File: src/rtl/inst_fetch_pkg.sv
// Shared fetch-stage definitions: NOP encoding, FSM state encoding, control levels.
// No logic of its own; imported by the fetch FSM and its skid register.
package inst_fetch_pkg;

    localparam logic [15:0] NOP_INST_DEF = 16'h0800;

    localparam logic ENABLE     = 1'b1;
    localparam logic DISABLE    = 1'b0;
    localparam logic RST_ENABLE = 1'b0;

    typedef enum logic [1:0] {
        S_IDLE = 2'd0,
        S_REQ  = 2'd1,
        S_HOLD = 2'd2,
        S_KILL = 2'd3
    } fetch_state_t;

endpackage

File: src/rtl/fetch_skid.sv
// Skid register: parks a completed fetch while decode is stalled.
// Latency: one cycle from load to valid_o; clear wins over load.
// Backpressure: none of its own, the fetch FSM decides when to load and drain.
module fetch_skid
    import inst_fetch_pkg::*;
(
    input  logic        clk,
    input  logic        rst,
    input  logic        load,
    input  logic        clear,
    input  logic [15:0] data_i,
    input  logic [15:0] pc_i,
    output logic [15:0] data_o,
    output logic [15:0] pc_o,
    output logic        valid_o
);

    always_ff @(posedge clk) begin
        if (rst == RST_ENABLE) begin
            data_o  <= 16'h0000;
            pc_o    <= 16'h0000;
            valid_o <= DISABLE;
        end else if (clear) begin
            valid_o <= DISABLE;
        end else if (load) begin
            data_o  <= data_i;
            pc_o    <= pc_i;
            valid_o <= ENABLE;
        end
    end

endmodule

File: src/rtl/inst_fetch.sv
// Instruction fetch: single-outstanding memory read feeding the IF/ID register.
// Latency: pc_i sampled on one edge, instruction registered on the next with zero-wait memory.
// Backpressure: pause_i holds IF/ID (completions skid); fetch_pause_o stalls the PC stage.
module inst_fetch
    import inst_fetch_pkg::*;
#(
    parameter logic [15:0] NOP_INST = NOP_INST_DEF,
    parameter int          MAX_WAIT = 8
) (
    input  logic        clk,
    input  logic        rst,
    input  logic [15:0] pc_i,
    input  logic        pause_i,
    input  logic        flush_i,
    input  logic        mem_conflict_i,
    input  logic        mem_ready_i,
    input  logic [15:0] mem_data_i,
    output logic        mem_req_o,
    output logic [15:0] mem_addr_o,
    output logic [15:0] inst_o,
    output logic [15:0] inst_pc_o,
    output logic        inst_valid_o,
    output logic        fetch_pause_o,
    output logic        timeout_o
);

    localparam int            CW        = $clog2(MAX_WAIT + 1);
    localparam logic [CW-1:0] WAIT_LAST = CW'(MAX_WAIT - 1);
    localparam logic [CW-1:0] WAIT_SAT  = CW'(MAX_WAIT);

    fetch_state_t  state, state_nxt;
    logic [15:0]   req_pc;
    logic [CW-1:0] wait_cnt;
    logic [15:0]   fetch_addr;
    logic          fetch_req;
    logic          issue;
    logic          done;
    logic          unskid;
    logic          skid_load;
    logic          skid_clear;
    logic          waiting;
    logic [15:0]   skid_data;
    logic [15:0]   skid_pc;
    logic          skid_valid;

    always_comb begin
        state_nxt     = state;
        fetch_req     = DISABLE;
        fetch_addr    = 16'h0000;
        fetch_pause_o = DISABLE;
        issue         = DISABLE;
        done          = DISABLE;
        unskid        = DISABLE;
        skid_load     = DISABLE;
        case (state)
            S_IDLE: begin
                fetch_pause_o = mem_conflict_i;
                if (!mem_conflict_i && !pause_i) begin
                    fetch_req  = ENABLE;
                    fetch_addr = pc_i;
                    issue      = ENABLE;
                    state_nxt  = S_REQ;
                end
            end
            S_REQ: begin
                fetch_req     = ENABLE;
                fetch_addr    = req_pc;
                fetch_pause_o = !mem_ready_i;
                if (flush_i) begin
                    state_nxt = mem_ready_i ? S_IDLE : S_KILL;
                end else if (mem_ready_i) begin
                    if (pause_i) begin
                        skid_load = ENABLE;
                        state_nxt = S_HOLD;
                    end else begin
                        done      = ENABLE;
                        state_nxt = S_IDLE;
                    end
                end
            end
            S_HOLD: begin
                fetch_pause_o = ENABLE;
                if (flush_i) begin
                    state_nxt = S_IDLE;
                end else if (!pause_i) begin
                    unskid    = skid_valid;
                    state_nxt = S_IDLE;
                end
            end
            S_KILL: begin
                // Memory still owes us a beat; keep the request up and throw the data away.
                fetch_req     = ENABLE;
                fetch_addr    = req_pc;
                fetch_pause_o = !mem_ready_i;
                if (mem_ready_i) begin
                    state_nxt = S_IDLE;
                end
            end
            default: state_nxt = S_IDLE;
        endcase
    end

    // A request is withdrawn immediately while reset is held.
    assign mem_req_o  = fetch_req & (rst != RST_ENABLE);
    assign mem_addr_o = mem_req_o ? fetch_addr : 16'h0000;

    assign waiting    = ((state == S_REQ) || (state == S_KILL)) && !mem_ready_i;
    assign skid_clear = flush_i | unskid;

    always_ff @(posedge clk) begin
        if (rst == RST_ENABLE) begin
            state        <= S_IDLE;
            req_pc       <= 16'h0000;
            wait_cnt     <= '0;
            timeout_o    <= DISABLE;
            inst_o       <= NOP_INST;
            inst_pc_o    <= 16'h0000;
            inst_valid_o <= DISABLE;
        end else begin
            state <= state_nxt;

            if (issue) begin
                req_pc   <= pc_i;
                wait_cnt <= '0;
            end else if (waiting && (wait_cnt != WAIT_SAT)) begin
                wait_cnt <= wait_cnt + CW'(1);
            end
            timeout_o <= waiting && (wait_cnt == WAIT_LAST);

            // Without a stall, a cycle with nothing delivered becomes a bubble.
            if (flush_i) begin
                inst_o       <= NOP_INST;
                inst_valid_o <= DISABLE;
            end else if (done) begin
                inst_o       <= mem_data_i;
                inst_pc_o    <= req_pc;
                inst_valid_o <= ENABLE;
            end else if (unskid) begin
                inst_o       <= skid_data;
                inst_pc_o    <= skid_pc;
                inst_valid_o <= ENABLE;
            end else if (!pause_i) begin
                inst_o       <= NOP_INST;
                inst_valid_o <= DISABLE;
            end
        end
    end

    fetch_skid u_skid (
        .clk     (clk),
        .rst     (rst),
        .load    (skid_load),
        .clear   (skid_clear),
        .data_i  (mem_data_i),
        .pc_i    (req_pc),
        .data_o  (skid_data),
        .pc_o    (skid_pc),
        .valid_o (skid_valid)
    );

endmodule
File: config.mk
export PLATFORM = sky130hd
export DESIGN_NAME = inst_fetch
export DESIGN_NICKNAME = d
export VERILOG_FILES = /design/src/rtl/inst_fetch_pkg.sv /design/src/rtl/fetch_skid.sv /design/src/rtl/inst_fetch.sv
export SDC_FILE = /design/constraint.sdc
export NUM_CORES = 1
export LEC_CHECK = 0
export CAP_MARGIN = 5
export CORE_MARGIN = 3
export CORE_UTILIZATION = 45
export CTS_CLUSTER_SIZE = 16
export DETAILED_ROUTE_END_ITERATION = 6
export PLACE_DENSITY_LB_ADDON = 0.3
export RECOVER_POWER = 25
export SYNTH_ARGS = -nofsm -noshare
export SYNTH_HDL_FRONTEND = slang
export SYNTH_SLANG_ARGS = --single-unit
File: constraint.sdc
create_clock -name clk -period 1.7 [get_ports clk]
set_clock_uncertainty 0.05 [all_clocks]
set_input_delay 0.34 -clock clk [delete_from_list [all_inputs] [get_ports clk]]
set_output_delay 0.34 -clock clk [all_outputs]
set_load 0.01 [all_outputs]
Word level (Yosys, flattened, before mapping)
Cells that the tools add are included.
- register bits after elaboration: 89
- word-level logic and storage cells: 78
- equal/unequal tests: 10
- multiplexer cells: 35
- reductions and logical operators: 17
- bitwise gates (word level): 5
- add/sub/neg operators: 1
- operator list (cell ; number):
    $mux W16 ; 7
    $pmux W16 S2 ; 1
    $mux W1 ; 16
    $mux W2 ; 8
    $pmux W2 S4 ; 1
    $reduce_or A2 Y1 ; 4
    $ne A3 B3 Y1 const B ; 2
    $add A4 B1 Y4 const B ; 1
    $eq A2 B2 Y1 const B ; 2
    $eq A4 B3 Y1 const B ; 1
    $logic_and A1 B1 Y1 ; 4
    $ne A2 B2 Y1 const B ; 2
    $ne A4 B4 Y1 const B ; 1
    $reduce_and A2 Y1 ; 2
    $reduce_and A4 Y1 ; 1
    $logic_not A1 Y1 ; 3
    $ne A3 B1 Y1 const B ; 1
    $not A1 Y1 ; 3
    $pmux W1 S3 ; 1
    $eq A2 B1 Y1 const B ; 1
    $logic_not A2 Y1 ; 1
    $pmux W1 S2 ; 1
    $reduce_bool A2 Y1 ; 1
    $and A1 B1 Y1 ; 1
    2 further kinds ; 2

Depth between registers and ports, before layout
- word-level depth: 6
- depth in mapped cells: 7

Hierarchy
Synthesis repeated with hierarchy kept, for this count alone.
- cells, all modules: 493
- area, all modules: 4299.1 um^2
- modules (own cells, without submodules) (module ; sequential area each (um^2) ; cells an instance ; area each (um^2) ; times used):
    inst_fetch ; 1121.1 ; 350 ; 2945.3 ; 1
    fetch_skid ; 660.6 ; 143 ; 1353.8 ; 1

Worst setup path after synthesis
Ideal clock, no wire load.
- path type: flip-flop to output port
- start point: register state[0]
- end point: output mem_addr_o[10]
- path slack: -0.026 ns
- arrival time: 1.336 ns
- stages on the path, launching flop included: 6
- path buffers: 2
- required time: 1.310 ns
- cell sequence: dfxtp_1 > buf_6 > nor4_4 > buf_4 > nand2_1 > a21oi_1
- longest elaborated chain between the ends: 5
- ends and longest elaborated chain (element ; RTL line ; text):
    start, declared ; inst_fetch.sv:31 ; fetch_state_t state, state_nxt;
    start signal, assigned ; inst_fetch.sv:120 ; state <= state_nxt;
    $eq A2 B1 Y1 / $eq A2 B2 Y1 (equally long branches) ; inst_fetch.sv:55 ; case (state)
    $reduce_or A2 Y1 (no source line) ; n/a ;
    $pmux W1 S2 ; inst_fetch.sv:55 ;
    $and A1 B1 Y1 ; inst_fetch.sv:104 ; assign mem_req_o = fetch_req & (rst != RST_ENABLE);
    $mux W16 * ; inst_fetch.sv:105 ; assign mem_addr_o = mem_req_o ? fetch_addr : 16'h0000;
    end, declared ; inst_fetch.sv:19 ; output logic [15:0] mem_addr_o,
Mark *: on every way between the ends. The rest lies on a longest branch, timed or not.

Worst setup path in the final report
- start point: register state[0]
- end point: output mem_addr_o[7]
Same word-level chain as after synthesis.

==> key figures <==
Run status
  – Status: complete, but fails checks
  – Failing checks: negative setup slack

Synthesis
  – #FFs+latches synth: 89
  – Area of the mapped netlist: 4100 um^2
  – Synth unique cells: 38
  – Main synth FF type: dfxtp_1
  – Largest area contributor in the netlist: dfxtp_1
  – Synth warn: 0
  – Synth top area cells: dfxtp_1 (43%), a21oi_1 (11%), nand2_1 (6.4%)
  – Yosys top cell area share: 0.434
  – Syn Inst Count: 498
  – Post-synth ARST share: 0
  – Sequential fraction of the synthesis area: 0.434
  – Synthesized net count: 538
  – Syn_area_per_cell: 8.24 um^2
  – Post-synth EDFFs: 0

Clock network
  – CTS tree: yes
  – Clock transition at path regs: 80 ps
  – TritonCTS buffer count: 9
  – Clock sinks: 89
  – H-Tree Level Count: 3
  – Root buffer cell: clkbuf_8
  – Clk_lat worst skew: 350 ps
  – Longest Clk Path Bufs: 2

Worst setup path
  – Critical Path Start: state[0]
  – Critical path startpoint category: flip-flop
  – Critical path, cell by cell: nor4_4, buf_12, buf_6, nand2_2, a21oi_2, buf_2
  – Max incr delay on CP: 370 ps
  – Crit path required time: 1310 ps
  – Worst path slowest cell: dfxtp_4
  – Crit-path leading delay family: buffers and inverters
  – Max FO, Critical Path: 4
  – Reg2reg start: state[1]
  – CP Capture Type: output port
  – Arrival time worst endpoint: 1650 ps
  – CP bufs+invs: 3
  – Crit Path Class: flip-flop to output port

Power
  – Power per cell area: 706 nW/um^2
  – Max rail drop VDD: 0.466 mV
  – LEAKAGE: 2.14 nW
  – Total Power: 4.06 mW

Timing
  – Crit share post-route: 1.20
  – FMAX: 0.489 GHz
  – Max-slew violation count: 0
  – Hold violation count in the final report: 0
  – Hold Worst Slack: 413 ps
  – Unrepaired setup endpoints after global routing: yes
  – Tightest Pin Transition: 440 ps
  – Final min period: 2040 ps
  – Final setup fails: 57
  – Final worst setup slack: -343 ps
  – Relative slew slack: 0.706
  – Setup TNS: -6040 ps

Detailed routing
  – # DRC: 0
  – Drt first pass iters: 5
  – Initial DRC count: 277
  – Routed Antenna Nets: 0
  – Total Wirelength: 11,200 um
  – Drt wl/cell: 15.4 um
  – Via density: 5.67
  – Via count: 4,104

Die
  – Die Width: 101 um
  – I/O pins: 90
  – Initial cell density of the core: 0.466
  – DIE HEIGHT: 101 um
  – Die area: 10,300 um^2
  – Core Footprint: 8810 um^2
  – Row count: 34

Cells and area
  – Synth-to-layout area growth: 40.1%
  – Fillers: 702
  – Layout cells sized above 1: 0.231
  – Antenna diode count: 0
  – Fin util: 0.653
  – Post-Layout Cell Count: 724
  – Fin area: 5750 um^2
  – NumNets Final: 653

Global route
  – Antenna violations before repair: 0
  – Vias in the first global route: 3,779
  – Largest net degree at the start of global routing: 40
  – First-pass GRT wire length: 17,900 um
  – GRT Total Usage: 0.215
  – Total grt overflow: 0

Place
  – Dpl ws: -868 ps
  – Post-placement cell count: 699
  – DPL Wire Length: 7620 um
  – GPL Wtd Cong: 0.797
  – Cell Area, Placed: 5360 um^2
  – IO buf count: 89

Hold path
  – HP Start: inst_o[9]
  – Hold Crit Class: flip-flop to flip-flop

Run
  – Max-capacitance violation count: 0
==> synth_stat cells (2+ instances only) <==
library cell	number
dfxtp_1	89
a21oi_1	87
nand2_1	70
nand3_1	48
o21ai_0	36
clkbuf_1	21
inv_1	19
or3_1	18
mux2i_1	16
o221ai_1	16
a221oi_1	12
buf_2	11
buf_4	7
buf_6	7
nor3_1	5
a221oi_2	3
and3b_1	3
buf_1	3
nand2b_1	3
ha_1	2
nand3b_1	2
nor2_1	2
o21a_1	2
o21ai_1	2
==> routing by layer <==
layer / track usage / part of all wire / wire length (um)
met1: 0.299 / 0.47 / 5200
met2: 0.341 / 0.47 / 5300
met3: 0.0406 / 0.052 / 576
met4: 0.0583 / 0.0091 / 102
met5: 0 / 0 / 0
==> cell usage in the layout, fill, tap and decap left out, drive strengths merged <==
cell,instances
dfxtp,89
a21oi,88
buf,77
nand2,70
clkdlybuf4s50,67
nand3,48
o21ai,38
inv,20
or3,18
mux2i,16
o221ai,16
a221oi,15
clkbuf,15
nor3,5
nand2b,3
and3b,3
nor2,3
nand3b,2
o21a,2
ha,2
clkinv,2
bufbuf,2
dlygate4sd2,2
nor4,1
or4,1
and4bb,1
nand4bb,1
nor3b,1
nor2b,1
a221o,1
o211ai,1
a311oi,1
a211o,1
or3b,1
clkinvlp,1
clkdlybuf4s25,1
==> path summary, 6_finish.rpt <==
path	to	depth (start not counted)	slack, ps
max	mem_addr_o[7]	6	-340
max reg2reg	inst_pc_o[0]	5	10
min	inst_o[9]	2	410
min reg2reg	inst_o[9]	2	410
==> worst reg2reg max path, cell delays in order (launching register included) <==
cell,delay [ps]
dfxtp_4,370
clkbuf_2,240
and3b_1,240
clkbuf_2,230
or3_1,400
o221ai_1,80
==> final cells by class <==
type,instances,area (um^2),share of cell area
Timing Repair Buffer,153,1450,0.253
Multi-Input combinational cell,340,2120,0.370
Sequential cell,89,1790,0.311
Inverter,20,77.6,0.0135
Clock inverter,3,17.5,0.00305
Clock buffer,11,151,0.0263
Tap cell,108,135,0.0235
==> sequential cells by signal (all words and copies together) (netlist names) <==
signal,cells
inst_o,16
inst_pc_o,16
inst_valid_o,1
req_pc,16
state,2
timeout_o,1
u_skid.data_o,16
u_skid.pc_o,16
u_skid.valid_o,1
wait_cnt,4
==> what timing repair did <==
| action | 4_1_cts | 5_1_grt |
|---|---|---|
| hold endpoints to repair | 0 | 0 |
| resized for setup | 111 | 23 |
| setup buffers | 7 | 2 |
| endpoints found under the setup margin | 18 | 20 |
| gates cloned | 2 | 0 |
| hold buffers | 0 | 0 |
| pin swaps | 15 | 15 |
==> kinds of logic (layout without fill, tap and decap cells) <==
logic type,after synthesis,count (layout),synth area share
AND/OR/NAND/NOR,159,159,0.196
flip-flops,89,89,0.434
multiplexers,16,16,0.0390
AO/OA/AOI/OAI,163,163,0.239
buffers and inverters,69,187,0.0857
adder cells (fa/ha/maj),2,2,0.00610
==> power breakdown <==
group,switching (mW),internal [mW]
Combinational,0.299,0.305
Clock,0.705,0.591
Sequential,0.0375,2.12
Total,1.04,3.02
No activity file was read; power rests on OpenSTA's default activity.
